## config.mk

```make
export PLATFORM = sky130hd
export DESIGN_NAME = multicycle_control
export DESIGN_NICKNAME = d
export VERILOG_FILES = /design/src/rtl/mips_pkg.sv /design/src/rtl/retire_counter.sv /design/src/rtl/multicycle_control.sv
export SDC_FILE = /design/constraint.sdc
export NUM_CORES = 1
export LEC_CHECK = 0
export CORE_MARGIN = 4
export CORE_UTILIZATION = 48
export DETAILED_ROUTE_END_ITERATION = 10
export GPL_TIMING_DRIVEN = 0
export HOLD_SLACK_MARGIN = 0.15
export PLACE_DENSITY = 0.76
export REMOVE_ABC_BUFFERS = 1
export SLEW_MARGIN = 25
export SYNTH_ARGS = -nofsm -noshare
export SYNTH_HDL_FRONTEND = slang
export SYNTH_HIERARCHICAL = 1
export SYNTH_SLANG_ARGS = --single-unit
```

## constraint.sdc

```tcl
create_clock -name Clk -period 2.96 [get_ports Clk]
set_input_delay 0.444 -clock Clk [delete_from_list [all_inputs] [get_ports Clk]]
set_output_delay 0.444 -clock Clk [all_outputs]
set_load 0.03 [all_outputs]
```

## src/rtl/mips_pkg.sv

```systemverilog
// mips_pkg: shared constants for the MIPS32 multicycle control path.
//   - opcode field values (instruction bits [31:26]) handled by the sequencer
//   - FSM state encodings, also visible on the o_state debug port
//   - ALU operation, ALU B-source and PC-source select codes
//   - ctrl_t: the bundle of datapath strobes/selects decoded from the state
//   - decode_target(): DECODE-state dispatch from opcode to the next state
package mips_pkg;

  // Opcode field values
  localparam logic [5:0] OP_RTYPE = 6'h00;
  localparam logic [5:0] OP_J     = 6'h02;
  localparam logic [5:0] OP_BEQ   = 6'h04;
  localparam logic [5:0] OP_BNE   = 6'h05;
  localparam logic [5:0] OP_ADDI  = 6'h08;
  localparam logic [5:0] OP_LW    = 6'h23;
  localparam logic [5:0] OP_SW    = 6'h2B;

  // FSM state encodings
  localparam logic [3:0] S_IDLE      = 4'd0;
  localparam logic [3:0] S_FETCH     = 4'd1;
  localparam logic [3:0] S_DECODE    = 4'd2;
  localparam logic [3:0] S_MEM_ADDR  = 4'd3;
  localparam logic [3:0] S_MEM_READ  = 4'd4;
  localparam logic [3:0] S_MEM_WB    = 4'd5;
  localparam logic [3:0] S_MEM_WRITE = 4'd6;
  localparam logic [3:0] S_EXEC_R    = 4'd7;
  localparam logic [3:0] S_R_WB      = 4'd8;
  localparam logic [3:0] S_BRANCH    = 4'd9;
  localparam logic [3:0] S_JUMP      = 4'd10;
  localparam logic [3:0] S_ADDI_EXEC = 4'd11;
  localparam logic [3:0] S_ADDI_WB   = 4'd12;
  localparam logic [3:0] S_TRAP      = 4'd13;

  // ALU operation codes
  localparam logic [1:0] ALU_OP_ADD   = 2'b00;
  localparam logic [1:0] ALU_OP_SUB   = 2'b01;
  localparam logic [1:0] ALU_OP_FUNCT = 2'b10;

  // ALU B-input select codes
  localparam logic [1:0] ALU_SRC_B_RT     = 2'b00;
  localparam logic [1:0] ALU_SRC_B_FOUR   = 2'b01;
  localparam logic [1:0] ALU_SRC_B_IMM    = 2'b10;
  localparam logic [1:0] ALU_SRC_B_IMM_SH = 2'b11;

  // PC source select codes
  localparam logic [1:0] PC_SRC_ALU    = 2'b00;
  localparam logic [1:0] PC_SRC_ALUOUT = 2'b01;
  localparam logic [1:0] PC_SRC_JUMP   = 2'b10;

  // Datapath control bundle
  typedef struct packed {
    logic       pc_write;
    logic       ir_write;
    logic       reg_write;
    logic       mem_read;
    logic       mem_write;
    logic       memto_reg;
    logic       reg_dst;
    logic       alu_src_a;
    logic [1:0] alu_src_b;
    logic [1:0] alu_op;
    logic [1:0] pc_src;
  } ctrl_t;

  // Next state out of DECODE; anything unsupported lands in TRAP.
  function automatic logic [3:0] decode_target(input logic [5:0] opcode);
    logic [3:0] nxt;
    case (opcode)
      OP_RTYPE:      nxt = S_EXEC_R;
      OP_LW, OP_SW:  nxt = S_MEM_ADDR;
      OP_BEQ, OP_BNE: nxt = S_BRANCH;
      OP_J:          nxt = S_JUMP;
      OP_ADDI:       nxt = S_ADDI_EXEC;
      default:       nxt = S_TRAP;
    endcase
    return nxt;
  endfunction

endpackage

```

## src/rtl/retire_counter.sv

```systemverilog
// retire_counter: free-running retired-instruction counter.
//   clk_i    - clock, rising edge
//   rst_ni   - asynchronous active-low clear
//   inc_i    - add one on this clock edge
//   count_o  - current count, wraps modulo 2^COUNT_W
module retire_counter #(
  parameter int COUNT_W = 32
) (
  input  logic               clk_i,
  input  logic               rst_ni,
  input  logic               inc_i,
  output logic [COUNT_W-1:0] count_o
);

  logic [COUNT_W-1:0] count_q;
  logic [COUNT_W-1:0] count_d;

  always_comb begin
    count_d = count_q;
    if (inc_i) count_d = count_q + COUNT_W'(1);
  end

  always_ff @(posedge clk_i or negedge rst_ni) begin
    if (!rst_ni) count_q <= '0;
    else         count_q <= count_d;
  end

  assign count_o = count_q;

endmodule

```

## src/rtl/multicycle_control.sv

```systemverilog
// multicycle_control: Moore-style sequencer for the MIPS32 multicycle datapath.
//
// Ports:
//   Clk, Rst        - clock (rising edge) and asynchronous active-low reset
//   i_opcode        - IR[31:26]; only consulted in DECODE, MEM_ADDR, BRANCH
//   i_zero          - ALU zero flag, qualifies the branch PC write
//   i_mem_ready     - memory finished the current read/write this cycle
//   i_stall         - host freeze: state holds, write strobes forced low
//   o_pc_write, o_ir_write, o_reg_write, o_mem_read, o_mem_write - strobes
//   o_memto_reg, o_reg_dst, o_alu_src_a, o_alu_src_b, o_alu_op, o_pc_src - selects
//   o_state         - current state encoding (debug)
//   o_illegal       - sticky unsupported-opcode flag
//   o_retired       - retired-instruction count (COUNT_W bits, wraps)
//
// Handshake: a memory access is requested for as long as the FSM sits in an
// access state; it completes on the first cycle with i_mem_ready=1 and
// i_stall=0. A stalled ready cycle is discarded and the access repeats.
module multicycle_control
  import mips_pkg::*;
#(
  parameter int COUNT_W = 32
) (
  input  logic               Clk,
  input  logic               Rst,
  input  logic [5:0]         i_opcode,
  input  logic               i_zero,
  input  logic               i_mem_ready,
  input  logic               i_stall,
  output logic               o_pc_write,
  output logic               o_ir_write,
  output logic               o_reg_write,
  output logic               o_mem_read,
  output logic               o_mem_write,
  output logic               o_memto_reg,
  output logic               o_reg_dst,
  output logic               o_alu_src_a,
  output logic [1:0]         o_alu_src_b,
  output logic [1:0]         o_alu_op,
  output logic [1:0]         o_pc_src,
  output logic [3:0]         o_state,
  output logic               o_illegal,
  output logic [COUNT_W-1:0] o_retired
);

  logic [3:0] state_q, state_d;
  logic       illegal_q, illegal_d;
  logic       retire;
  ctrl_t      ctrl_raw;
  ctrl_t      ctrl;

  // Next-state logic. A stall freezes every transition, including retirement.
  always_comb begin
    state_d = state_q;
    retire  = 1'b0;
    if (!i_stall) begin
      case (state_q)
        S_IDLE:      state_d = S_FETCH;
        S_FETCH:     if (i_mem_ready) state_d = S_DECODE;
        S_DECODE:    state_d = decode_target(i_opcode);
        S_MEM_ADDR:  state_d = (i_opcode == OP_LW) ? S_MEM_READ : S_MEM_WRITE;
        S_MEM_READ:  if (i_mem_ready) state_d = S_MEM_WB;
        S_MEM_WRITE: begin
          if (i_mem_ready) begin
            state_d = S_FETCH;
            retire  = 1'b1;
          end
        end
        S_EXEC_R:    state_d = S_R_WB;
        S_ADDI_EXEC: state_d = S_ADDI_WB;
        S_MEM_WB, S_R_WB, S_BRANCH, S_JUMP, S_ADDI_WB: begin
          state_d = S_FETCH;
          retire  = 1'b1;
        end
        S_TRAP:      state_d = S_TRAP;
        // Codes 14/15 are unreachable; recover through IDLE.
        default:     state_d = S_IDLE;
      endcase
    end
  end

  // Set together with the entry into TRAP so the flag is visible in the
  // first TRAP cycle; only reset clears it.
  always_comb begin
    illegal_d = illegal_q | (state_d == S_TRAP);
  end

  always_ff @(posedge Clk or negedge Rst) begin
    if (!Rst) begin
      state_q   <= S_IDLE;
      illegal_q <= 1'b0;
    end else begin
      state_q   <= state_d;
      illegal_q <= illegal_d;
    end
  end

  // Moore decode of the state register; the only input-dependent terms are
  // the memory-ready gating in FETCH and the zero-flag gating in BRANCH.
  always_comb begin
    ctrl_raw = '0;
    case (state_q)
      S_FETCH: begin
        ctrl_raw.mem_read  = 1'b1;
        ctrl_raw.pc_write  = i_mem_ready;
        ctrl_raw.ir_write  = i_mem_ready;
        ctrl_raw.alu_src_a = 1'b0;
        ctrl_raw.alu_src_b = ALU_SRC_B_FOUR;
        ctrl_raw.alu_op    = ALU_OP_ADD;
        ctrl_raw.pc_src    = PC_SRC_ALU;
      end
      S_DECODE: begin
        // Branch target precomputed into ALUOut while the opcode decodes.
        ctrl_raw.alu_src_a = 1'b0;
        ctrl_raw.alu_src_b = ALU_SRC_B_IMM_SH;
        ctrl_raw.alu_op    = ALU_OP_ADD;
      end
      S_MEM_ADDR, S_ADDI_EXEC: begin
        ctrl_raw.alu_src_a = 1'b1;
        ctrl_raw.alu_src_b = ALU_SRC_B_IMM;
        ctrl_raw.alu_op    = ALU_OP_ADD;
      end
      S_MEM_READ: begin
        ctrl_raw.mem_read = 1'b1;
      end
      S_MEM_WB: begin
        ctrl_raw.reg_write = 1'b1;
        ctrl_raw.memto_reg = 1'b1;
        ctrl_raw.reg_dst   = 1'b0;
      end
      S_MEM_WRITE: begin
        ctrl_raw.mem_write = 1'b1;
      end
      S_EXEC_R: begin
        ctrl_raw.alu_src_a = 1'b1;
        ctrl_raw.alu_src_b = ALU_SRC_B_RT;
        ctrl_raw.alu_op    = ALU_OP_FUNCT;
      end
      S_R_WB: begin
        ctrl_raw.reg_write = 1'b1;
        ctrl_raw.reg_dst   = 1'b1;
        ctrl_raw.memto_reg = 1'b0;
      end
      S_BRANCH: begin
        ctrl_raw.alu_src_a = 1'b1;
        ctrl_raw.alu_src_b = ALU_SRC_B_RT;
        ctrl_raw.alu_op    = ALU_OP_SUB;
        ctrl_raw.pc_src    = PC_SRC_ALUOUT;
        // Anything reaching BRANCH that is not beq must be bne.
        ctrl_raw.pc_write  = (i_opcode == OP_BEQ) ? i_zero : !i_zero;
      end
      S_JUMP: begin
        ctrl_raw.pc_write = 1'b1;
        ctrl_raw.pc_src   = PC_SRC_JUMP;
      end
      S_ADDI_WB: begin
        ctrl_raw.reg_write = 1'b1;
        ctrl_raw.reg_dst   = 1'b0;
      end
      default: ctrl_raw = '0;  // IDLE, TRAP
    endcase
  end

  // Stall masks the state-changing strobes; mem_read and selects stay as decoded.
  always_comb begin
    ctrl = ctrl_raw;
    if (i_stall) begin
      ctrl.pc_write  = 1'b0;
      ctrl.ir_write  = 1'b0;
      ctrl.reg_write = 1'b0;
      ctrl.mem_write = 1'b0;
    end
  end

  retire_counter #(
    .COUNT_W (COUNT_W)
  ) u_retire_counter (
    .clk_i   (Clk),
    .rst_ni  (Rst),
    .inc_i   (retire),
    .count_o (o_retired)
  );

  assign o_pc_write  = ctrl.pc_write;
  assign o_ir_write  = ctrl.ir_write;
  assign o_reg_write = ctrl.reg_write;
  assign o_mem_read  = ctrl.mem_read;
  assign o_mem_write = ctrl.mem_write;
  assign o_memto_reg = ctrl.memto_reg;
  assign o_reg_dst   = ctrl.reg_dst;
  assign o_alu_src_a = ctrl.alu_src_a;
  assign o_alu_src_b = ctrl.alu_src_b;
  assign o_alu_op    = ctrl.alu_op;
  assign o_pc_src    = ctrl.pc_src;
  assign o_state     = state_q;
  assign o_illegal   = illegal_q;

endmodule

```

==> out/results.ini <==
[outcome]
outcome=finished, final reports clean

[layout]
regArea_sq_um=930
fin_util=0.673
drive_above_1_share=0.0903
n_fill_cell=351
final_nets=300
synthToLayoutAreaGrowth_pct=34.4
multiInputGateArea_sq_um=1210
n_antenna_cell=0

[synthesis]
synth_edf_count=0
ys_warn_count=6
synth-seq-cells=37
syn_avg_cell_area_sq_um=9.67
postSynthCellCount=227
async_flop_share=1.00
synthFlopType=dfrtp_1
yosys.cell_types.count=50
synth.yosys.seq_area_share=0.422
netlist_area_sq_um=2190

[hold_path]
min_from=u_retire_counter/count_o[31]
hold_end=u_retire_counter/count_o[31]
hold_class=flip-flop to flip-flop
holdPathStages=1

[power_and_ir_drop]
vdd_ir_drop_max_v=0.000410
p_switching_uw=886
p_per_area_nw_per_um2=694
switching_share=0.433
power_leakage_uw=0.00122
seq_power_share=0.373
clkPwrFrac=0.169
internal_power_uw=1160
comb_power_share=0.459

[sta]
finalCritPeriodShare=0.946
setup_violations=0
slew_headroom=0.543
fmax_ghz=0.357
rsz0062_at_grt=no
fin_skew_ns=0.00509
worstMarginPinSlew_ns=0.686
slew_violations=0
hold_viol=0
setup_ws_ns=0.161
post-route-min-period_ns=2.80

[critical_path]
r2r_end=u_retire_counter/count_o[23]
cp.arrival_ns=2.35
r2r_slack_ns=0.23
r2r_start=o_state[3]
endpoint_kind=primary output
start_kind=input pin
worstPathMaxFanout=13
rr_worst_depth=7
critPathRequiredTime_ns=2.52
path_class=input pin to primary output

[route]
first_pass_iters=4
drc_errors=0
avgRoutedWirePerCell_um=14.9
antenna_left=0
wl_um=5060
first_iter_violations=120
routed_via_density=5.69
vias=1936

[placement]
pre_cts_ws_ns=-0.480
port-buffer-count=61
dpl.hpwl_um=3760
place_congestion=0.851

[floorplanning]
fp.dieH_um=75.6
die_area_sq_um=5720
io_pins=62
core_area_sq_um=4380
die-width_um=75.6
rows=24
start_util=0.501

[grt]
first_global_vias=1734
antenna_found_initial=0
gr-total-overflow=0
grt_start_max_net_pins=28
grt_pass1_wl_um=8200
grt_usage=0.185

[clocking]
clk_pin_slew_ns=0.07
clk_latency_ns=0.28
cts_tree=yes
cts_root_buffer=clkbuf_8
clockBufferDepth=2
cts_sinks=37
cts.repair_timing.setup_buffer_count=0
cts_buffers=5
cts_max_level=2

[run]
cap_viol_max_count=0

==> worst max-delay path: stages <==
cell and delay [ns]:
clkdlybuf4s50_1 0.66, or3b_1 0.48, nor2_1 0.09, clkdlybuf4s50_1 0.68
==> how the worst max path moves through the flow <==
stage,from,to,slack (ns),cells after the start
global placement,i_opcode[1],o_pc_write,-0.47,7
floorplan,o_state[2],u_retire_counter/count_o[23],0.17,7
CTS,i_opcode[0],o_pc_write,-0.11,7
finish,i_stall,o_mem_write,0.16,4
global route,o_state[3],u_retire_counter/count_o[23],0.06,6
detailed placement,i_opcode[1],o_pc_write,-0.48,7
==> metrics by stage <==
step | instances | setup TNS [ns] | area, sq um | power [uW] | hold WS, ns
CTS | 340 | -0.132 | 2940 | 2050 | 0.480
floorplan | 218 | 0 | 2150 | 1310 | 0.148
global placement | 331 | -2.12 | 2820 | 1680 | 0.464
global route | 340 | 0 | 2950 | 2160 | 0.488
finish | 340 | 0 | 2950 | 2050 | 0.482
detailed placement | 332 | -2.38 | 2840 | 1700 | 0.328
==> power groups by stage <==
| stage | Combinational (uW) | Sequential [uW] | Clock [uW] |
|---|---|---|---|
| after floorplan | 476 | 836 | 0 |
| after global placement | 920 | 764 | 0 |
| after detailed placement | 936 | 767 | 0 |
| after CTS | 941 | 758 | 350 |
| after global routing | 1000 | 785 | 369 |
| final | 938 | 762 | 345 |
==> logic make-up after synthesis <==
logic type	share of synthesized area
XOR/XNOR	0.132
adder cells (fa/ha/maj)	0.00570
buffers and inverters	0.0319
flip-flops	0.422
AND/OR/NAND/NOR	0.304
AO/OA/AOI/OAI	0.0901
multiplexers	0.0143
==> cell usage in the layout (no fill, tap or decap), types with 3 or more instances in the layout <==
cell / n
nand2_1: 18
and4_1: 3
xor2_1: 12
dfrtp_1: 34
a21oi_1: 5
o211ai_1: 4
nor3_1: 11
and3_1: 5
nand3_1: 12
clkdlybuf4s50_1: 55
a211oi_1: 3
nand4_1: 10
xnor2_1: 21
nand2b_1: 6
dlymetal6s2s_1: 3
nor4_2: 3
o21ai_0: 6
dfrtp_2: 3
nor4_1: 4
inv_1: 6
nor2b_1: 5
nor2_1: 11
nor4b_1: 3
clkbuf_8: 6
==> synthesized netlist by cell type, types with 6 or more instances <==
master,instances,area (sq um)
nand4_1,10,62.6
o21ai_0,6,30.0
nor2_1,11,41.3
nand2_1,18,67.6
nand3_1,12,60.1
xnor2_1,21,184
dfrtp_1,37,926
inv_1,6,22.5
nand2b_1,6,37.5
a21oi_1,6,30.0
xor2_1,12,105
nor3_1,11,55.1
==> metal layers <==
| metal | GRT usage | vias to the layer above | wire (um) |
|---|---|---|---|
| met5 | 0 | - | 0 |
| met4 | 0.0447 | 0 | 42 |
| met3 | 0.0356 | 4 | 195 |
| met2 | 0.288 | 44 | 2310 |
| met1 | 0.266 | 942 | 2510 |
| li1 | - | 946 | - |
==> sequential cells by signal, summed over array words and instances, names as in the netlist <==
| signal | flops |
|---|---|
| o_illegal | 1 |
| o_state | 4 |
| u_retire_counter/count_o | 32 |
==> cell type report <==
| cell class | count | share of cell area |
|---|---|---|
| tap | 52 | 0.0221 |
| sequential | 37 | 0.315 |
| inverter | 6 | 0.00764 |
| clock buffer | 7 | 0.0293 |
| multi-input combinational | 175 | 0.410 |
| timing repair buffer | 63 | 0.216 |
==> what timing repair did <==
item,in CTS,in global routing
resized for setup,8,7
hold endpoints to repair,10,0
endpoints found under the setup margin,7,22
hold buffers,1,0
Power figures use the tool's default switching activity.
